File: src/rtl/go_pkg.sv
// Shared types and constants for the Go board controller: cell encodings,
// command opcodes, FSM states and the 0..8 wrapping step used by the cursor.
package go_pkg;

    localparam int unsigned BOARD_N     = 9;
    localparam logic [7:0]  CURSOR_HOME = 8'h44;

    typedef enum logic [1:0] {
        CELL_EMPTY = 2'b00,
        CELL_BLACK = 2'b01,
        CELL_WHITE = 2'b10,
        CELL_RED   = 2'b11
    } cell_t;

    typedef enum logic [2:0] {
        CMD_NOP   = 3'd0,
        CMD_UP    = 3'd1,
        CMD_DOWN  = 3'd2,
        CMD_LEFT  = 3'd3,
        CMD_RIGHT = 3'd4,
        CMD_PLACE = 3'd5,
        CMD_PASS  = 3'd6,
        CMD_CLEAR = 3'd7
    } cmd_t;

    typedef enum logic [1:0] {
        ST_PLAY        = 2'd0,
        ST_CLEAR_SWEEP = 2'd1,
        ST_OVER        = 2'd2
    } state_t;

    // Step a 0..BOARD_N-1 coordinate by one with wrap-around; inc=1 counts up.
    function automatic logic [3:0] wrap_step(input logic [3:0] val, input logic inc);
        logic [3:0] res;
        if (inc) begin
            res = (val == 4'(BOARD_N - 1)) ? 4'd0 : val + 4'd1;
        end else begin
            res = (val == 4'd0) ? 4'(BOARD_N - 1) : val - 4'd1;
        end
        return res;
    endfunction

endpackage

File: src/rtl/go_cursor.sv
// Working cursor register: applies UP/DOWN/LEFT/RIGHT moves with wrap and
// reloads the home position at the end of a board clear.
module go_cursor
    import go_pkg::*;
#(
    parameter logic [7:0] HOME = 8'h44
) (
    input  logic       clk,
    input  logic       reset_n,
    input  logic       move_en_i,
    input  logic [2:0] move_cmd_i,
    input  logic       home_i,
    output logic [7:0] cursor_o,
    output logic [3:0] row_o,
    output logic [3:0] col_o
);

    logic [3:0] row_q, row_d;
    logic [3:0] col_q, col_d;

    always_comb begin
        row_d = row_q;
        col_d = col_q;
        if (home_i) begin
            row_d = HOME[7:4];
            col_d = HOME[3:0];
        end else if (move_en_i) begin
            case (cmd_t'(move_cmd_i))
                CMD_UP:    row_d = wrap_step(row_q, 1'b0);
                CMD_DOWN:  row_d = wrap_step(row_q, 1'b1);
                CMD_LEFT:  col_d = wrap_step(col_q, 1'b0);
                CMD_RIGHT: col_d = wrap_step(col_q, 1'b1);
                default: ;
            endcase
        end
    end

    always_ff @(posedge clk or negedge reset_n) begin
        if (!reset_n) begin
            row_q <= HOME[7:4];
            col_q <= HOME[3:0];
        end else begin
            row_q <= row_d;
            col_q <= col_d;
        end
    end

    assign cursor_o = {row_q, col_q};
    assign row_o    = row_q;
    assign col_o    = col_q;

endmodule

File: src/rtl/go_board_ctrl.sv
// Go game-state producer: accepts move commands, keeps the working board,
// turn and counters, and commits frame-synchronous shadow copies for display.
module go_board_ctrl
    import go_pkg::*;
#(
    parameter int unsigned BOARD_N     = go_pkg::BOARD_N,
    parameter logic [7:0]  CURSOR_HOME = go_pkg::CURSOR_HOME
) (
    input  logic                                 clk,
    input  logic                                 reset_n,
    input  logic                                 frame_start,
    input  logic                                 cmd_valid,
    input  logic [2:0]                           cmd,
    output logic                                 cmd_ready,
    output logic [BOARD_N-1:0][BOARD_N-1:0][1:0] board,
    output logic [7:0]                           cursor_pos,
    output logic                                 turn,
    output logic [6:0]                           move_count,
    output logic                                 place_err,
    output logic                                 game_over
);

    state_t                               state_q;
    logic [BOARD_N-1:0][BOARD_N-1:0][1:0] work_board_q;
    logic [BOARD_N-1:0][BOARD_N-1:0][1:0] board_q;
    logic [7:0]                           cursor_pos_q;
    logic                                 turn_q;
    logic [6:0]                           move_count_q;
    logic [1:0]                           pass_cnt_q;
    logic                                 place_err_q;
    logic                                 game_over_q;
    logic                                 cmd_ready_q;
    logic [3:0]                           sweep_row_q;
    logic [3:0]                           sweep_col_q;

    logic [7:0] work_cursor;
    logic [3:0] cur_row;
    logic [3:0] cur_col;
    cmd_t       cmd_op;
    logic       cmd_acc;
    logic       move_en;
    logic       sweep_done;
    logic       cell_free;

    assign cmd_op     = cmd_t'(cmd);
    assign cmd_acc    = cmd_valid & cmd_ready_q;
    assign move_en    = cmd_acc & (state_q == ST_PLAY);
    // Sweep has written (8,8) once the row counter steps past the last row.
    assign sweep_done = (state_q == ST_CLEAR_SWEEP) && (sweep_row_q == 4'(BOARD_N));
    assign cell_free  = (work_board_q[cur_row][cur_col] == CELL_EMPTY);

    go_cursor #(
        .HOME (CURSOR_HOME)
    ) u_cursor (
        .clk        (clk),
        .reset_n    (reset_n),
        .move_en_i  (move_en),
        .move_cmd_i (cmd),
        .home_i     (sweep_done),
        .cursor_o   (work_cursor),
        .row_o      (cur_row),
        .col_o      (cur_col)
    );

    always_ff @(posedge clk or negedge reset_n) begin
        if (!reset_n) begin
            state_q      <= ST_PLAY;
            work_board_q <= '0;
            board_q      <= '0;
            cursor_pos_q <= CURSOR_HOME;
            turn_q       <= 1'b0;
            move_count_q <= 7'd0;
            pass_cnt_q   <= 2'd0;
            place_err_q  <= 1'b0;
            game_over_q  <= 1'b0;
            cmd_ready_q  <= 1'b1;
            sweep_row_q  <= 4'd0;
            sweep_col_q  <= 4'd0;
        end else begin
            place_err_q <= 1'b0;

            // Shadow commit sees pre-command working state; frozen during a sweep.
            if (frame_start && (state_q != ST_CLEAR_SWEEP)) begin
                board_q      <= work_board_q;
                cursor_pos_q <= work_cursor;
            end

            case (state_q)
                ST_PLAY: begin
                    if (cmd_acc) begin
                        case (cmd_op)
                            CMD_PLACE: begin
                                if (cell_free) begin
                                    work_board_q[cur_row][cur_col] <= turn_q ? CELL_WHITE : CELL_BLACK;
                                    turn_q       <= ~turn_q;
                                    move_count_q <= move_count_q + 7'd1;
                                    pass_cnt_q   <= 2'd0;
                                end else begin
                                    place_err_q <= 1'b1;
                                end
                            end
                            CMD_PASS: begin
                                turn_q     <= ~turn_q;
                                pass_cnt_q <= pass_cnt_q + 2'd1;
                                if (pass_cnt_q == 2'd1) begin
                                    state_q     <= ST_OVER;
                                    game_over_q <= 1'b1;
                                end
                            end
                            CMD_CLEAR: begin
                                state_q     <= ST_CLEAR_SWEEP;
                                cmd_ready_q <= 1'b0;
                                sweep_row_q <= 4'd0;
                                sweep_col_q <= 4'd0;
                            end
                            default: ;
                        endcase
                    end
                end

                ST_OVER: begin
                    if (cmd_acc && (cmd_op == CMD_CLEAR)) begin
                        state_q     <= ST_CLEAR_SWEEP;
                        cmd_ready_q <= 1'b0;
                        game_over_q <= 1'b0;
                        sweep_row_q <= 4'd0;
                        sweep_col_q <= 4'd0;
                    end
                end

                ST_CLEAR_SWEEP: begin
                    if (sweep_done) begin
                        state_q      <= ST_PLAY;
                        cmd_ready_q  <= 1'b1;
                        turn_q       <= 1'b0;
                        move_count_q <= 7'd0;
                        pass_cnt_q   <= 2'd0;
                    end else begin
                        work_board_q[sweep_row_q][sweep_col_q] <= CELL_EMPTY;
                        if (sweep_col_q == 4'(BOARD_N - 1)) begin
                            sweep_col_q <= 4'd0;
                            sweep_row_q <= sweep_row_q + 4'd1;
                        end else begin
                            sweep_col_q <= sweep_col_q + 4'd1;
                        end
                    end
                end

                default: state_q <= ST_PLAY;
            endcase
        end
    end

    assign cmd_ready  = cmd_ready_q;
    assign board      = board_q;
    assign cursor_pos = cursor_pos_q;
    assign turn       = turn_q;
    assign move_count = move_count_q;
    assign place_err  = place_err_q;
    assign game_over  = game_over_q;

endmodule

File: config.mk
export PLATFORM = sky130hd
export DESIGN_NAME = go_board_ctrl
export DESIGN_NICKNAME = d
export VERILOG_FILES = /design/src/rtl/go_pkg.sv /design/src/rtl/go_cursor.sv /design/src/rtl/go_board_ctrl.sv
export SDC_FILE = /design/constraint.sdc
export NUM_CORES = 1
export LEC_CHECK = 0
export ABC_AREA = 1
export CAP_MARGIN = 20
export CORE_UTILIZATION = 30
export CTS_BUF_LIST = sky130_fd_sc_hd__clkbuf_4
export DETAILED_ROUTE_END_ITERATION = 8
export GPL_TIMING_DRIVEN = 0
export SLEW_MARGIN = 15
export SYNTH_ARGS = -nofsm -noshare
export SYNTH_HDL_FRONTEND = slang
export SYNTH_HIERARCHICAL = 1
export SYNTH_SLANG_ARGS = --single-unit
File: constraint.sdc
create_clock -name clk -period 2.54 [get_ports clk]
set_clock_uncertainty 0.1 [all_clocks]
set_input_delay 0.381 -clock clk [delete_from_list [all_inputs] [get_ports clk]]
set_output_delay 0.381 -clock clk [all_outputs]
set_load 0.02 [all_outputs]
**Yosys cells after proc, flatten, opt, wreduce, memory -nomap -nowiden**

Index checks and enable logic that the tools add are counted.

- Magnitude comparators: 8
- $add $sub $neg: 8
- Bitwise logic cells: 5
- Reductions and logical operators: 27
- Multiplexer cells: 71
- Equal/unequal tests: 29

Operators by type and width:

| operator | number |
|---|---|
| $mux 162 | 4 |
| $pmux 162 s2 | 1 |
| $and 162x162->162 | 1 |
| $bwmux 162 | 1 |
| $not 162->162 | 1 |
| $demux 18 s4 | 2 |
| $bmux 18 s4 | 1 |
| $mux 4 | 15 |
| $mux 18 | 3 |
| $reduce_and 5->1 | 7 |
| $mux 7 | 4 |
| $pmux 4 s3 | 2 |
| $lt 4x5->1 const B | 4 |
| $mux 2 | 10 |
| $add 4x1->4 const B | 4 |
| $demux 2 s4 | 2 |
| $eq 4x4->1 const B | 4 |
| $ge 4x1->1 const B | 4 |
| $pmux 4 s2 | 2 |
| $mux 1 | 14 |
| $pmux 7 s2 | 1 |
| $eq 3x3->1 const B | 4 |
| $ne 2x1->1 const B | 6 |
| $pmux 2 s2 | 3 |
| 23 further kinds | 48 |

- Output and inout bits: 181
- Logic and storage cells: 322
- Bits in registers: 363
- Input port bits: 7

**Depth between registers and ports, before layout**

- Depth in word-level cells: 11
- Depth in mapped cells: 20

**By module**

The synthesis kept the hierarchy.

Modules (own cells, without submodules):

| module | cells each | area an instance (um^2) | sequential area each (um^2) | instances |
|---|---|---|---|---|
| go_board_ctrl | 2,410 | 18,627.9 | 8,887.3 | 1 |
| go_cursor | 141 | 813.3 | 202.7 | 1 |

**Worst setup path before layout**

Ideal clock, no wire load.

- Path kind: flip-flop to flip-flop
- Start: register u_cursor.row_q[1] (netlist: u_cursor/row_o[1])
- End: register work_board_q[114] in the netlist's numbering
- Clock period less this slack: 2,461 ps
- Data arrival time: 2,243 ps
- Stages on the path, launching flop included: 20
- Path slack: 79 ps
- Buffers on the path: 5
- Cell sequence: dfrtp_1 -> buf_4 -> buf_2 -> nand2_1 -> buf_4 -> nor2_1 -> nor2_1 -> nand2_1 -> nand2_1 -> nand3_1 -> nand2_1 -> nand2_1 -> o21ai_1 -> nand3_1 -> nand2_2 -> buf_4 -> buf_4 -> nand3_1 -> nand2_1 -> nand2_1

- Cells in the longest elaborated chain, start to end: 9
- Elaborated cells on any way between the ends: 17

Ends and longest elaborated chain:

| item | RTL line | source |
|---|---|---|
| start, declared | go_cursor.sv:18 | `logic [3:0] row_q, row_d;` |
| start signal, assigned | go_cursor.sv:40 | `row_q <= HOME[7:4];` |
| start signal, assigned | go_cursor.sv:43 | `row_q <= row_d;` |
| $lt 4x5->1 (not written as such) or $ge 4x1->1 (tied branches) | go_board_ctrl.sv:94 | `work_board_q[cur_row][cur_col] <= turn_q ? CELL_WHITE : CELL_BLACK;` |
| $logic_and 1x1->1 (not written as such) | go_board_ctrl.sv:94 |  |
| $mux 18 | go_board_ctrl.sv:94 |  |
| $demux 18 s4 | go_board_ctrl.sv:94 |  |
| $bwmux 162 | go_board_ctrl.sv:94 |  |
| $mux 162 | go_board_ctrl.sv:93 | `if (cell_free) begin` |
| $mux 162 | go_board_ctrl.sv:91 | `case (cmd_op)` |
| $mux 162 | go_board_ctrl.sv:90 | `if (cmd_acc) begin` |
| $pmux 162 s2 | go_board_ctrl.sv:88 | `case (state_q)` |
| end signal, assigned by index | go_board_ctrl.sv:94 |  |
| end, declared | go_board_ctrl.sv:24 | `logic [BOARD_N-1:0][BOARD_N-1:0][1:0] work_board_q;` |

Several ways; a longest one is shown, not always the timed one. The select of a mux whose other input is x is not followed.
A chain may end at the register's enable or synchronous reset.

**Worst setup path in the final report**

- Start: register u_cursor.row_q[1] (netlist: u_cursor/row_o[1])
- End: register work_board_q[64] in the netlist's numbering

The elaborated chain is that of the path after synthesis.

==> impl_metrics.json <==
{
  "finalPower_mw": 11.6,
  "number_of_library_cell_types_mapped_by_synthesis": 33,
  "vias_per_cell": 5.45,
  "switching_power_mw": 3.01,
  "cellPowerDensity_mw_per_mm2": 460,
  "netlist_instances": 2551,
  "criticalPathCategory": "reg -> reg",
  "slew_violations": 0,
  "syn-mean-instance-area_sq_um": 7.62,
  "vias": 20800,
  "h-tree-depth": 3,
  "final_layout_size_suffix_gt1_frac": 0.145,
  "share_clk_of_total_power": 0.474,
  "max_freq_mhz": 324,
  "finalNetCount": 2904,
  "tritoncts_clock_tree": "built",
  "multi_input_comb_area_sq_mm": 0.00935,
  "p_leak_nw": 11.5,
  "fill_cells": 6606,
  "numCtsBuffers": 103,
  "crit_path_start_kind": "flip-flop",
  "power.share.switching": 0.260,
  "hold_path.class": "in -> async",
  "detail_route.iter0.violations": 2814,
  "wire_length_of_the_first_global_routing_pass_microns": 124000,
  "seq_power_share": 0.500,
  "detail-route-antenna-nets": 0,
  "fp.dieArea_sq_mm": 0.0658,
  "floorplan_core_area_sq_mm": 0.0635,
  "grt_usage": 0.247,
  "area_growth_pct": 29.4,
  "placement.cell_area_sq_mm": 0.0226,
  "cts_root_buf": "sky130_fd_sc_hd__clkbuf_4",
  "comb_power_share": 0.026,
  "layout_setup_ws_ns": -0.550,
  "first_global_vias": 19800,
  "grt_antenna_before_repair": 4,
  "grt_overflow_total": 0,
  "clkSinkCount": 363,
  "critPathArrivalTime_ns": 3.79,
  "totalWireLength_microns": 83600,
  "post_drt_wl_per_cell_microns": 21.9,
  "violations": "setup timing",
  "setup_viol_count_final": 172,
  "synth.yosys.seq_area_share": 0.468,
  "synth_edf_count": 0,
  "cts_buffer_depth": 3,
  "port_buffers": 187,
  "hpwlAfterDp_microns": 58500,
  "sequential_cell_area_sq_mm": 0.00909,
  "synth.top_cell.area_share": 0.461,
  "clock_insertion_delay_worst_skew_ns": 0.91,
  "hold_ws_ns": 0.0125,
  "timing.critical_path.fanout_max": 10,
  "first_pass_iters": 6,
  "grt_start_max_net_pins": 95,
  "clk_pin_slew_ns": 0.06,
  "muxShareOfSynthArea": 0.0261,
  "p_int_mw": 8.57,
  "worst_setup_path_end_kind": "flip-flop",
  "peakVddDrop_mv": 0.232,
  "max_cap_violations": 0,
  "synth_compound_gate_area_share": 0.114,
  "synth_top_family_by_area": "simple AND/OR/NAND/NOR gates",
  "post_synth_fa_ha_maj_area_fraction": 0.00901,
  "worst-slew-pin-transition_ns": 1.04,
  "detail_route.drc_violations": 0,
  "boundaryPins": 188,
  "yosysWarnings": 6,
  "gp_congestion": 0.970,
  "rr_worst_depth": 18,
  "simple_gate_area_share_of_the_yosys_netlist": 0.309,
  "placement_rows": 92,
  "finalSetupTns_ns": -77.61,
  "hold_viol": 0,
  "netlist_top_cells_count": "sky130_fd_sc_hd__nand2_1 (825), sky130_fd_sc_hd__dfrtp_1 (358), sky130_fd_sc_hd__nor2_1 (230)",
  "outcome": "finished with violations",
  "initial_standard_cell_utilization_of_the_core": 0.306,
  "share_of_the_clock_period_used_by_the_worst_path_after_layout": 1.22,
  "yosysMostFrequentCell": "sky130_fd_sc_hd__nand2_1",
  "die_w_microns": 257,
  "synth_top_area_cell": "sky130_fd_sc_hd__dfrtp_1",
  "max_slew_margin": 0.304,
  "synth.top_cells.by_area": "sky130_fd_sc_hd__dfrtp_1 (46%), sky130_fd_sc_hd__nand2_1 (16%), sky130_fd_sc_hd__nand4_1 (5.3%)",
  "synth.net_count": 2572,
  "synth_xor_area_frac": 0.000901,
  "synth.cell_area_sq_mm": 0.0194,
  "synth_seq_cells": 363,
  "post-route-min-period_ns": 3.09,
  "grt_setup_unrepaired": "yes",
  "synthFlopType": "sky130_fd_sc_hd__dfrtp_1",
  "synthArstFlopShare": 1.00,
  "die_h_microns": 257,
  "final_cell_area_excluding_filler_cells_sq_mm": 0.0252,
  "utilization": 0.396,
  "cp_data_required_time_ns": 3.24
}
-- layer usage --
| layer | share of wire | track usage |
|---|---|---|
| met2 | 0.44 | 0.373 |
| met1 | 0.40 | 0.325 |
| met5 | 0 | 0 |
| met4 | 0.056 | 0.134 |
| met3 | 0.11 | 0.0588 |
-- cells by family after synthesis --
| kind of cell | after synthesis |
|---|---|
| AOI/OAI and AO/OA | 348 |
| xor gates and xnor gates | 2 |
| adders and majority gates | 14 |
| buffers and inverters | 359 |
| DFF | 363 |
| muxes | 45 |
| and+or+nand+nor | 1420 |
-- cell type report --
| cell class | instances | area share |
|---|---|---|
| well taps | 846 | 0.0421 |
| inverters | 213 | 0.0320 |
| multi-input cells | 1829 | 0.372 |
| clock buffers | 144 | 0.0430 |
| clock inverters | 46 | 0.00840 |
| plain buffers | 144 | 0.0397 |
| diodes | 5 | 0.000497 |
| flip-flops and latches | 363 | 0.361 |
| repair buffers | 229 | 0.101 |
-- worst max-delay path, stage by stage (launching register included) --
cell,delay (ns)
sky130_fd_sc_hd__dfrtp_2,0.49
sky130_fd_sc_hd__inv_4,0.13
sky130_fd_sc_hd__nand2_8,0.13
sky130_fd_sc_hd__buf_8,0.19
sky130_fd_sc_hd__nor2_1,0.05
sky130_fd_sc_hd__a21oi_1,0.28
sky130_fd_sc_hd__nand2_1,0.10
sky130_fd_sc_hd__nand2_1,0.09
sky130_fd_sc_hd__nand3_1,0.08
sky130_fd_sc_hd__nand2_1,0.06
sky130_fd_sc_hd__nand2_1,0.06
sky130_fd_sc_hd__o21ai_2,0.20
sky130_fd_sc_hd__nand3_4,0.16
sky130_fd_sc_hd__nand2_8,0.15
sky130_fd_sc_hd__buf_12,0.12
sky130_fd_sc_hd__buf_12,0.13
sky130_fd_sc_hd__buf_4,0.20
sky130_fd_sc_hd__nand4_1,0.12
sky130_fd_sc_hd__nand2_1,0.11
-- power by group through the flow --
| stage | sequential (mW) | combinational [mW] | clock, mW |
|---|---|---|---|
| 2_1_floorplan | 5.89 | 0.0851 | 0 |
| 3_3_place_gp | 5.90 | 0.286 | 0 |
| 3_5_place_dp | 5.89 | 0.308 | 0 |
| 4_1_cts | 5.78 | 0.311 | 5.58 |
| 5_1_grt | 5.78 | 0.341 | 5.89 |
| 6_report | 5.78 | 0.304 | 5.49 |
-- sequential cells by signal, indices dropped and copies added (netlist names) --
signal	flops
board	162
work_board_q	162
cursor_pos	8
move_count	7
sweep_col_q	4
sweep_row_q	4
u_cursor/col_o	4
u_cursor/row_o	4
pass_cnt_q	2
state_q	2
cmd_ready	1
game_over	1
place_err	1
turn	1
-- stage by stage --
step | cells | setup WS [ns]
floorplan | 2551 | 0.0795
global placement | 3584 | -15.76
detailed placement | 3598 | -1.41
CTS | 3807 | -0.425
global route | 3818 | -0.530
finish | 3819 | -0.550
-- path summary, 6_finish.rpt --
path | from | endpoint | slack [ns]
max in group asynchronous | reset_n | board[44]$_DFFE_PN0P_ | 0.93
min in group clk | cmd_valid | place_err$_DFF_PN0_ | 0.06
hold reg to reg | work_board_q[73]$_DFFE_PN0P_ | work_board_q[73]$_DFFE_PN0P_ | 0.37
setup reg to reg | u_cursor/row_o[1]$_DFFE_PN0P_ | work_board_q[64]$_DFFE_PN0P_ | -0.55
setup / recovery | u_cursor/row_o[1]$_DFFE_PN0P_ | work_board_q[64]$_DFFE_PN0P_ | -0.55
hold / removal | reset_n | board[97]$_DFFE_PN0P_ | 0.01
-- placed cells by master, fill, tap and decap left out, drive strengths merged --
| master | netlist | routed |
|---|---|---|
| a21oi | 17 | 17 |
| a31oi | 2 | 2 |
| buf | 51 | 85 |
| bufinv | 0 | 1 |
| clkbuf | 95 | 244 |
| clkdlybuf4s15 | 0 | 1 |
| clkdlybuf4s50 | 0 | 183 |
| clkinv | 3 | 46 |
| clkinvlp | 0 | 1 |
| dfrtp | 358 | 358 |
| dfstp | 5 | 5 |
| diode | 0 | 5 |
| dlygate4sd3 | 0 | 1 |
| dlymetal6s2s | 0 | 3 |
| ha | 14 | 14 |
| inv | 210 | 211 |
| mux2 | 45 | 45 |
| nand2 | 827 | 827 |
| nand3 | 178 | 178 |
| nand4 | 166 | 166 |
| nor2 | 231 | 231 |
| nor3 | 15 | 15 |
| nor3b | 1 | 1 |
| o2111ai | 2 | 2 |
| o211a | 1 | 1 |
| o211ai | 1 | 1 |
| o21ai | 197 | 197 |
| o21bai | 1 | 1 |
| o22ai | 12 | 12 |
| o32ai | 115 | 115 |
| or2 | 2 | 2 |
| xnor2 | 1 | 1 |
| xor2 | 1 | 1 |
-- what timing repair did --
action / in CTS / in global routing
gates resized for setup: 155 / 113
pin swaps: 21 / 60
hold buffers: 1 / 0
endpoints found under the hold margin: 105 / 0
buffers inserted: 15 / 4
cloned: 4 / 4
endpoints found under the setup margin: 354 / 350
No activity file was read; power rests on OpenSTA's default activity.
